### src/rtl/ps2_rx_fifo.sv
// PS/2 device-to-host receiver with a deglitching edge detector, frame checking,
// keyboard E0/F0 prefix folding and a first-word-fall-through scancode FIFO.
//
// state    | meaning
// S_IDLE   | waiting for a start bit (data=0 on a falling PS/2 clock edge)
// S_DATA   | shifting in 8 data bits LSB first; sentinel marks the 8th bit
// S_PARITY | checking odd parity over data + parity bit
// S_STOP   | checking stop bit, delivering the byte when it is 1
module ps2_rx_fifo #(
  parameter int FILTER_LEN = 16,
  parameter int TIMEOUT_W  = 16,
  parameter int FIFO_AW    = 3
) (
  input  logic               clk,
  input  logic               rst,
  input  logic               enable_rcv,
  input  logic               kb_or_mouse,
  input  logic               ps2clk_ext,
  input  logic               ps2data_ext,
  input  logic               rd_en,
  input  logic               clear_ovf,
  output logic               rd_valid,
  output logic [9:0]         rd_data,
  output logic [FIFO_AW:0]   count,
  output logic               overflow,
  output logic               frame_err
);

  localparam int QTR   = FILTER_LEN / 4;
  localparam int DEPTH = 1 << FIFO_AW;
  localparam logic [FIFO_AW:0] DEPTH_C = {1'b1, {FIFO_AW{1'b0}}};

  typedef enum logic [1:0] {S_IDLE, S_DATA, S_PARITY, S_STOP} state_t;

  logic                  clk_meta_q, clk_sync_q, dat_meta_q, dat_sync_q;
  logic [FILTER_LEN-1:0] hist_q;
  state_t                state_q, state_d;
  logic [7:0]            key_q, key_d;
  logic [TIMEOUT_W-1:0]  to_cnt_q, to_cnt_d;
  logic                  pend_ext_q, pend_ext_d, pend_rel_q, pend_rel_d;
  logic                  ferr_q, ferr_d;
  logic                  ovf_q;
  logic [FIFO_AW:0]      wr_ptr_q, rd_ptr_q;
  logic [9:0]            mem_q [DEPTH];

  logic                  ps2_edge, adv, timeout, deliver;
  logic                  push_req, push, pop, drop, empty, full;
  logic [9:0]            push_data;
  logic [FIFO_AW:0]      fill;

  always_ff @(posedge clk) begin
    if (rst) begin
      clk_meta_q <= 1'b0;
      clk_sync_q <= 1'b0;
      dat_meta_q <= 1'b0;
      dat_sync_q <= 1'b0;
      hist_q     <= '0;
    end else begin
      clk_meta_q <= ps2clk_ext;
      clk_sync_q <= clk_meta_q;
      dat_meta_q <= ps2data_ext;
      dat_sync_q <= dat_meta_q;
      hist_q     <= {hist_q[FILTER_LEN-2:0], clk_sync_q};
    end
  end

  // Oldest quarter high, newest three quarters low: matches exactly once per clean fall.
  assign ps2_edge = (&hist_q[FILTER_LEN-1 -: QTR]) && !(|hist_q[FILTER_LEN-QTR-1:0]);
  assign adv      = ps2_edge && enable_rcv;

  always_comb begin
    state_d  = state_q;
    key_d    = key_q;
    ferr_d   = 1'b0;
    deliver  = 1'b0;
    timeout  = 1'b0;
    to_cnt_d = to_cnt_q + 1'b1;
    if (adv) begin
      to_cnt_d = '0;
      case (state_q)
        S_IDLE: begin
          if (!dat_sync_q) begin
            state_d = S_DATA;
            key_d   = 8'h80;
          end
        end
        S_DATA: begin
          key_d = {dat_sync_q, key_q[7:1]};
          if (key_q[0]) state_d = S_PARITY;
        end
        S_PARITY: begin
          if (dat_sync_q ^ (^key_q)) begin
            state_d = S_STOP;
          end else begin
            state_d = S_IDLE;
            ferr_d  = 1'b1;
          end
        end
        S_STOP: begin
          state_d = S_IDLE;
          if (dat_sync_q) deliver = 1'b1;
          else            ferr_d  = 1'b1;
        end
        default: state_d = S_IDLE;
      endcase
    end else if (&to_cnt_q) begin
      timeout = 1'b1;
      state_d = S_IDLE;
    end
  end

  always_comb begin
    pend_ext_d = pend_ext_q;
    pend_rel_d = pend_rel_q;
    push_req   = 1'b0;
    push_data  = '0;
    if (timeout) begin
      pend_ext_d = 1'b0;
      pend_rel_d = 1'b0;
    end else if (deliver) begin
      if (kb_or_mouse) begin
        push_req  = 1'b1;
        push_data = {2'b00, key_q};
      end else if (key_q == 8'hE0) begin
        pend_ext_d = 1'b1;
      end else if (key_q == 8'hF0) begin
        pend_rel_d = 1'b1;
      end else begin
        push_req   = 1'b1;
        push_data  = {pend_ext_q, pend_rel_q, key_q};
        pend_ext_d = 1'b0;
        pend_rel_d = 1'b0;
      end
    end
  end

  always_ff @(posedge clk) begin
    if (rst) begin
      state_q    <= S_IDLE;
      key_q      <= '0;
      to_cnt_q   <= '0;
      pend_ext_q <= 1'b0;
      pend_rel_q <= 1'b0;
      ferr_q     <= 1'b0;
    end else begin
      state_q    <= state_d;
      key_q      <= key_d;
      to_cnt_q   <= to_cnt_d;
      pend_ext_q <= pend_ext_d;
      pend_rel_q <= pend_rel_d;
      ferr_q     <= ferr_d;
    end
  end

  assign fill  = wr_ptr_q - rd_ptr_q;
  assign empty = (fill == '0);
  assign full  = (fill == DEPTH_C);
  assign pop   = rd_en && !empty;
  assign push  = push_req && (!full || pop);
  assign drop  = push_req && full && !pop;

  always_ff @(posedge clk) begin
    if (rst) begin
      wr_ptr_q <= '0;
      rd_ptr_q <= '0;
      ovf_q    <= 1'b0;
    end else begin
      if (push) wr_ptr_q <= wr_ptr_q + 1'b1;
      if (pop)  rd_ptr_q <= rd_ptr_q + 1'b1;
      if (drop)           ovf_q <= 1'b1;
      else if (clear_ovf) ovf_q <= 1'b0;
    end
  end

  // Storage needs no reset: the read port is gated by the empty flag.
  always_ff @(posedge clk) begin
    if (push) mem_q[wr_ptr_q[FIFO_AW-1:0]] <= push_data;
  end

  assign rd_valid  = !empty;
  assign rd_data   = empty ? 10'd0 : mem_q[rd_ptr_q[FIFO_AW-1:0]];
  assign count     = fill;
  assign overflow  = ovf_q;
  assign frame_err = ferr_q;

endmodule

### config.mk
export PLATFORM = sky130hd
export DESIGN_NAME = ps2_rx_fifo
export DESIGN_NICKNAME = d
export VERILOG_FILES = /design/src/rtl/ps2_rx_fifo.sv
export SDC_FILE = /design/constraint.sdc
export NUM_CORES = 1
export LEC_CHECK = 0
export CORE_UTILIZATION = 67
export CTS_BUF_LIST = sky130_fd_sc_hd__clkbuf_8
export DETAILED_ROUTE_END_ITERATION = 12
export PLACE_DENSITY = 0.95
export SLEW_MARGIN = 10
export SYNTH_ARGS = -nofsm -noshare
export SYNTH_HDL_FRONTEND = slang
export SYNTH_SLANG_ARGS = --single-unit
export TNS_END_PERCENT = 20
### constraint.sdc
create_clock -name clk -period 4.6 [get_ports clk]
set_input_delay 0.92 -clock clk [delete_from_list [all_inputs] [get_ports clk]]
set_output_delay 0.92 -clock clk [all_outputs]
set_load 0.01 [all_outputs]
==> results.toml, run 1 <==
[sta]
layout_setup_ws_ns = 0.764
slew_violations = 0
fin_tns_setup_ns = 0
relSlewSlack = 0.364
clock_skew_ns = 0.0104
rsz0062_at_grt = "no"
finalHoldViolCount = 0
finalSetupViolCount = 0
worst_slew_pin_slew_ns = 0.950
max_clock_freq_mhz = 261
min_period_ns = 3.84
fin_crit_sh = 0.834
hold_ws_ns = 0.441

[finish]
fill_cells = 456
area_growth_pct = 13.2
ff_latch_area_um2 = 3620
diodes = 0
finish.utilization = 0.794
layout-drive-gt1-share = 0.142
multiInputGateArea_um2 = 2040
nets = 485

[yosys]
synth_warnings = 0
avgSynthCellArea_um2 = 13.4
ys_types = 46
synth_top_area_frac = 0.413
synth_edf_count = 80
yosysTopAreaCell = "edfxtp_1"
synthCells = 434
synth_seq_cells = 141
syn_area_um2 = 5820
async_flop_share = 0
synthTopCellsByCount = "edfxtp_1, dfxtp_1, nor2_1"
synth_area_leaders = "edfxtp_1, dfxtp_1, mux4_2"
ys_seq_area_frac = 0.623
ys.flop_type = "edfxtp_1"
syn-num-nets = 454
yosysMostFrequentCell = "edfxtp_1"

[die]
dieArea_um2 = 9060
rows = 33
die_x_um = 95.2
die_y_um = 95.2
start_util = 0.701
ios = 25
coreArea_um2 = 8300

[power_and_ir_drop]
swShare = 0.265
clock_power_share = 0.342
power_switching_uw = 811
p_int_uw = 2250
vdd.ir_drop.worst_mv = 0.291
comb_power_share = 0.211
p_leak_uw = 0.00200
seq_power_share = 0.447
power_density_nw_per_um2 = 464
power.total_uw = 3060

[routing]
via_per_inst = 6.16
post-route-drc-count = 0
first_pass_iters = 7
vias = 3593
initialDrtViolationCount = 217
wl_per_cell_um = 19.9
routed_wl_um = 11600
detail-route-antenna-nets = 0

[setup_path]
path_cells = "inv_1 > fa_1 > xor2_1 > and3_1 > a21boi_1 > buf_4 > nor2_1 > clkdlybuf4s50_1"
r2r_slack_ns = 1.64
critPathMaxStageDelay_ns = 0.55
slowest_stage = "clkdlybuf4s50_1"
path_depth = 8
endpoint_kind = "output pin"
crit_type = "flop to output pin"
cp-start-kind = "flop"
crit_arrival_ns = 2.92
rr_endpoint = "mem_q[5][3]$_DFFE_PP_"
cp_top_family = "buffers and inverters"
endpoint = "rd_data[4]"
critPathRequiredTime_ns = 3.68
path_buf_inv = 3
r2r-start = "wr_ptr_q[1]$_SDFFE_PP0P_"
crit_start = "wr_ptr_q[1]$_SDFFE_PP0P_"
cp_max_fo = 18
reg2reg_depth = 7

[global_routing]
grt_pass1_wl_um = 18500
grt_pass1_vias = 3624
grt_max_degree = 26
grt.overflow.total = 0
track_usage = 0.280
antenna_found_initial = 0

[clocking]
clk_latency_ns = 0.42
cts_tree = "done"
cts_resized = 0
cts.htree.levels = 4
clk_path_buf_depth = 2
postCtsHoldBufs = 0
root_buffer = "clkbuf_8"
path_clk_slew_ns = 0.08
cts_setup_buffers = 0
cts.sinks = 141
numCtsBuffers = 17

[placement]
post-place-ws_ns = 1.00
dp_hpwl_um = 8010
io_buffer_count = 24
globalplace.congestion = 0.879

[status]
status = "complete, no violations"

[hold_path]
hold_depth = 1
hp-class = "flop to flop"

[flow_run]
maxCapViolCount = 0
[power groups by stage]
stage          clock, uW  combinational (uW)  sequential [uW]
6_report            1040                 646             1370
5_1_grt             1100                 700             1370
3_3_place_gp           0                 620             1390
3_5_place_dp           0                 649             1400
4_1_cts             1050                 652             1370
2_1_floorplan          0                 349             1370
[metal layers]
| layer | part of all wire | GRT usage |
|---|---|---|
| met1 | 0.38 | 0.328 |
| met2 | 0.53 | 0.495 |
| met3 | 0.058 | 0.0766 |
| met4 | 0.026 | 0.0972 |
| met5 | 0 | 0 |
[worst register-to-register path, stage by stage, from the launching register on]
cell and delay [ns]:
dfxtp_1 0.52, inv_1 0.14, fa_1 0.45, xor2_1 0.16, and3_1 0.20, nand4_1 0.16
nand3_1 0.18, nor2_1 0.77
[metrics by stage]
stage / cells / area, um^2
after detailed placement: 551 / 6160
after global placement: 551 / 6160
after CTS: 583 / 6590
final: 583 / 6590
after global routing: 583 / 6590
after floorplan: 434 / 5820
[logic make-up (layout without fill, tap and decap cells)]
kind of cell / count (synthesis) / in the layout / share of synthesized area
xor gates and xnor gates: 19 / 19 / 0.0310
buffers and inverters: 39 / 83 / 0.0273
AOI/OAI and AO/OA: 33 / 33 / 0.0359
muxes: 35 / 35 / 0.104
adders and majority gates: 12 / 12 / 0.0271
and+or+nand+nor: 155 / 155 / 0.152
DFF: 141 / 141 / 0.623
[sequential cells by signal, indices dropped and copies added (netlist names), named ones only]
register    flops
frame_err       1
overflow        1
wr_ptr_q        4
to_cnt_q       16
dat_meta_q      1
rd_ptr_q        4
pend_ext_q      1
clk_sync_q      1
clk_meta_q      1
key_q           8
hist_q         16
pend_rel_q      1
dat_sync_q      1
mem_q          80
state_q         2
[area by class of cell]
cell class,instances,share of cell area
Timing Repair Buffer,30,0.0433
Inverter,21,0.0120
Multi-Input combinational cell,254,0.309
Clock inverter,14,0.0275
Sequential cell,141,0.550
Tap cell,105,0.0199
Clock buffer,18,0.0376
[worst min path at each step]
stage,from,end,slack [ns]
finish,dat_meta_q$_SDFF_PP0_,dat_sync_q$_SDFF_PP0_,0.44
global placement,dat_meta_q$_SDFF_PP0_,dat_sync_q$_SDFF_PP0_,0.42
floorplan,clk_meta_q$_SDFF_PP0_,clk_sync_q$_SDFF_PP0_,0.41
global route,dat_meta_q$_SDFF_PP0_,dat_sync_q$_SDFF_PP0_,0.46
detailed placement,dat_meta_q$_SDFF_PP0_,dat_sync_q$_SDFF_PP0_,0.43
CTS,dat_meta_q$_SDFF_PP0_,dat_sync_q$_SDFF_PP0_,0.44
[placed cells by master (no fill, tap or decap), types with 4 or more instances in the layout]
master and n:
a21oi_1 9, o21ai_0 8, clkdlybuf4s50_1 24, nor2b_1 24, and2_1 7, nand2b_1 10, and3_1 4, nand4_1 5
nor3_1 7, mux4_2 20, clkbuf_8 18, nand2_1 8, xnor2_1 11, dfxtp_1 61, and4_1 6, nor4_1 5
xor2_1 7, mux2i_1 12, buf_4 6, edfxtp_1 80, o22ai_1 6, nand3_1 13, nor2_1 49, inv_6 4
inv_1 21, ha_1 11
Power figures use the tool's default switching activity.
==> inputs of run 2 (changes only) <==
- CORE_UTILIZATION: 67 -> 56
- PLACE_DENSITY: 0.95 -> 0.87
- clock period: 4.6 -> 3.1 ns (I/O delays scaled with it)
==> run 2 against run 1 <==
Die area up 19%. Routed wire length decreased by 7.2%. Hold slack is essentially flat. Sequential cell count stayed put. Sequential power rose by 47%. Via count down 0.17%. Total power grew 52%. Non-clock buffer count is 17 higher. Final cell count rose by 7.7%. Combinational power up 69%. First-iteration DRC count increased by 8.3%. Critical path type unchanged.
==> results.toml, run 2 (synthesis results as in run 1) <==
[status]
status = "complete, no violations"

[power_and_ir_drop]
comb_power_share = 0.235
power_density_nw_per_um2 = 685
vdd.ir_drop.worst_mv = 0.378
clock_power_share = 0.330
power.total_uw = 4640
seq_power_share = 0.436
swShare = 0.273
p_leak_uw = 0.00209
power_switching_uw = 1270
p_int_uw = 3370

[routing]
first_pass_iters = 5
detail-route-antenna-nets = 0
routed_wl_um = 10800
initialDrtViolationCount = 235
vias = 3587
via_per_inst = 5.71
post-route-drc-count = 0
wl_per_cell_um = 17.2

[hold_path]
hp-start = "clk_meta_q$_SDFF_PP0_"
holdPathEnd = "clk_sync_q$_SDFF_PP0_"
hp-class = "flop to flop"
hold_depth = 1

[placement]
dp_hpwl_um = 6870
io_buffer_count = 24
globalplace.congestion = 0.809
placed_area_um2 = 6280

[global_routing]
grt.overflow.total = 0
busiest_layer = "met2"
grt_util_met2 = 0.373
grt_pass1_vias = 3689
antenna_found_initial = 0
grtUsageMet3 = 0.0464
met1_usage = 0.243
grt_max_degree = 35
track_usage = 0.210
grt_pass1_wl_um = 17500

[setup_path]
cp_top_family = "adder cells"
crit_arrival_ns = 2.46
path_cells = "inv_1 > ha_2 > fa_2 > and3_4 > a21boi_4 > buf_4 > buf_6 > inv_1 > dlygate4sd2_1"
slowest_stage = "fa_2"
crit_type = "flop to output pin"
path_buf_inv = 5
cp-start-kind = "flop"
reg2reg_depth = 10
critPathRequiredTime_ns = 2.48
rr_endpoint = "mem_q[0][4]$_DFFE_PP_"
endpoint_kind = "output pin"
r2r_slack_ns = 0.56
cp_max_fo = 3
r2r-start = "wr_ptr_q[0]$_SDFFE_PP0P_"
critPathMaxStageDelay_ns = 0.54
crit_top_cell = "inv_1"

[clocking]
numCtsBuffers = 17
postCtsHoldBufs = 0
root_buffer = "clkbuf_8"
clk_latency_ns = 0.43
clk_path_buf_depth = 2
cts.sinks = 141
cts.htree.levels = 4
path_clk_slew_ns = 0.08
cts_tree = "done"

[die]
ios = 25
start_util = 0.587
coreArea_um2 = 9910
die_x_um = 104
rows = 36
dieArea_um2 = 10800
die_y_um = 104

[sta]
rsz0062_at_grt = "yes"
slew_violations = 0
min_period_ns = 3.08
worst_slew_pin_slew_ns = 0.675
clock_skew_ns = 0.0134
max_clock_freq_mhz = 324
hold_ws_ns = 0.441
finalSetupViolCount = 0
relSlewSlack = 0.549
finalHoldViolCount = 0
fin_tns_setup_ns = 0
fin_crit_sh = 0.994

[flow_run]
maxCapViolCount = 0

[finish]
finish.utilization = 0.683
layout-drive-gt1-share = 0.202
final_common_cell = "edfxtp_1"
largest_reg_flops = 80
fin_area_um2 = 6770
diodes = 0
area_growth_pct = 16.3
layout_common_cells = "edfxtp_1, dfxtp_1, nor2_1, nor2b_1, inv_1"
nets = 502
run 2: power by group through the flow:
stage               logic [uW]  registers [uW]  clock network (uW)
global route              1180            2030                1610
CTS                       1110            2020                1540
detailed placement         987            2060                   0
global placement           961            2060                   0
floorplan                  517            2040                   0
finish                    1090            2020                1530
run 2: repair_timing:
action / in CTS / in global routing
gates cloned: 1 / 0
setup buffers: 6 / 0
pin swaps: 1 / 2
endpoints found under the setup margin: 11 / 12
resized for setup: 27 / 14
run 2: worst max path at each step:
stage	from	to	slack, ns	depth (start not counted)
after detailed placement	wr_ptr_q[0]$_SDFFE_PP0P_	rd_data[1]	0.1	9
after global placement	wr_ptr_q[0]$_SDFFE_PP0P_	rd_data[0]	0.22	9
after global routing	rd_ptr_q[2]$_SDFFE_PP0N_	rd_valid	-0.07	9
final	wr_ptr_q[0]$_SDFFE_PP0P_	rd_valid	0.02	9
after CTS	wr_ptr_q[0]$_SDFFE_PP0P_	rd_data[0]	0.01	9
after floorplan	wr_ptr_q[0]$_SDFFE_PP0P_	mem_q[7][0]$_DFFE_PP_	0.26	8
run 2: layout make-up:
type                    count  area, um^2
multi-input cells         254        2080
flip-flops and latches    141        3630
well taps                 133         166
repair buffers             47         402
inverters                  21        78.8
fillers                   686        3140
clock inverters            15         186
clock buffers              17         234
run 2: metal layers:
metal  vias up  share of wire
met4         0          0.020
met5         -              0
met2        98           0.54
met3        23          0.044
li1       1676              -
met1      1790           0.40
run 2: worst register-to-register path, cell delays in order, from the launching register on:
cell	delay [ns]
dfxtp_2	0.33
inv_1	0.06
ha_2	0.19
fa_2	0.35
xor2_2	0.16
and3_4	0.18
buf_4	0.13
nand4_1	0.15
nand3_1	0.21
nor3_1	0.23
buf_4	0.26
run 2: metrics by stage:
step                      std cells  setup WS [ns]
after floorplan                 434          0.259
after global placement          589          0.218
after detailed placement        589         0.0953
after CTS                       628         0.0137
after global routing            628        -0.0661
final                           628         0.0179
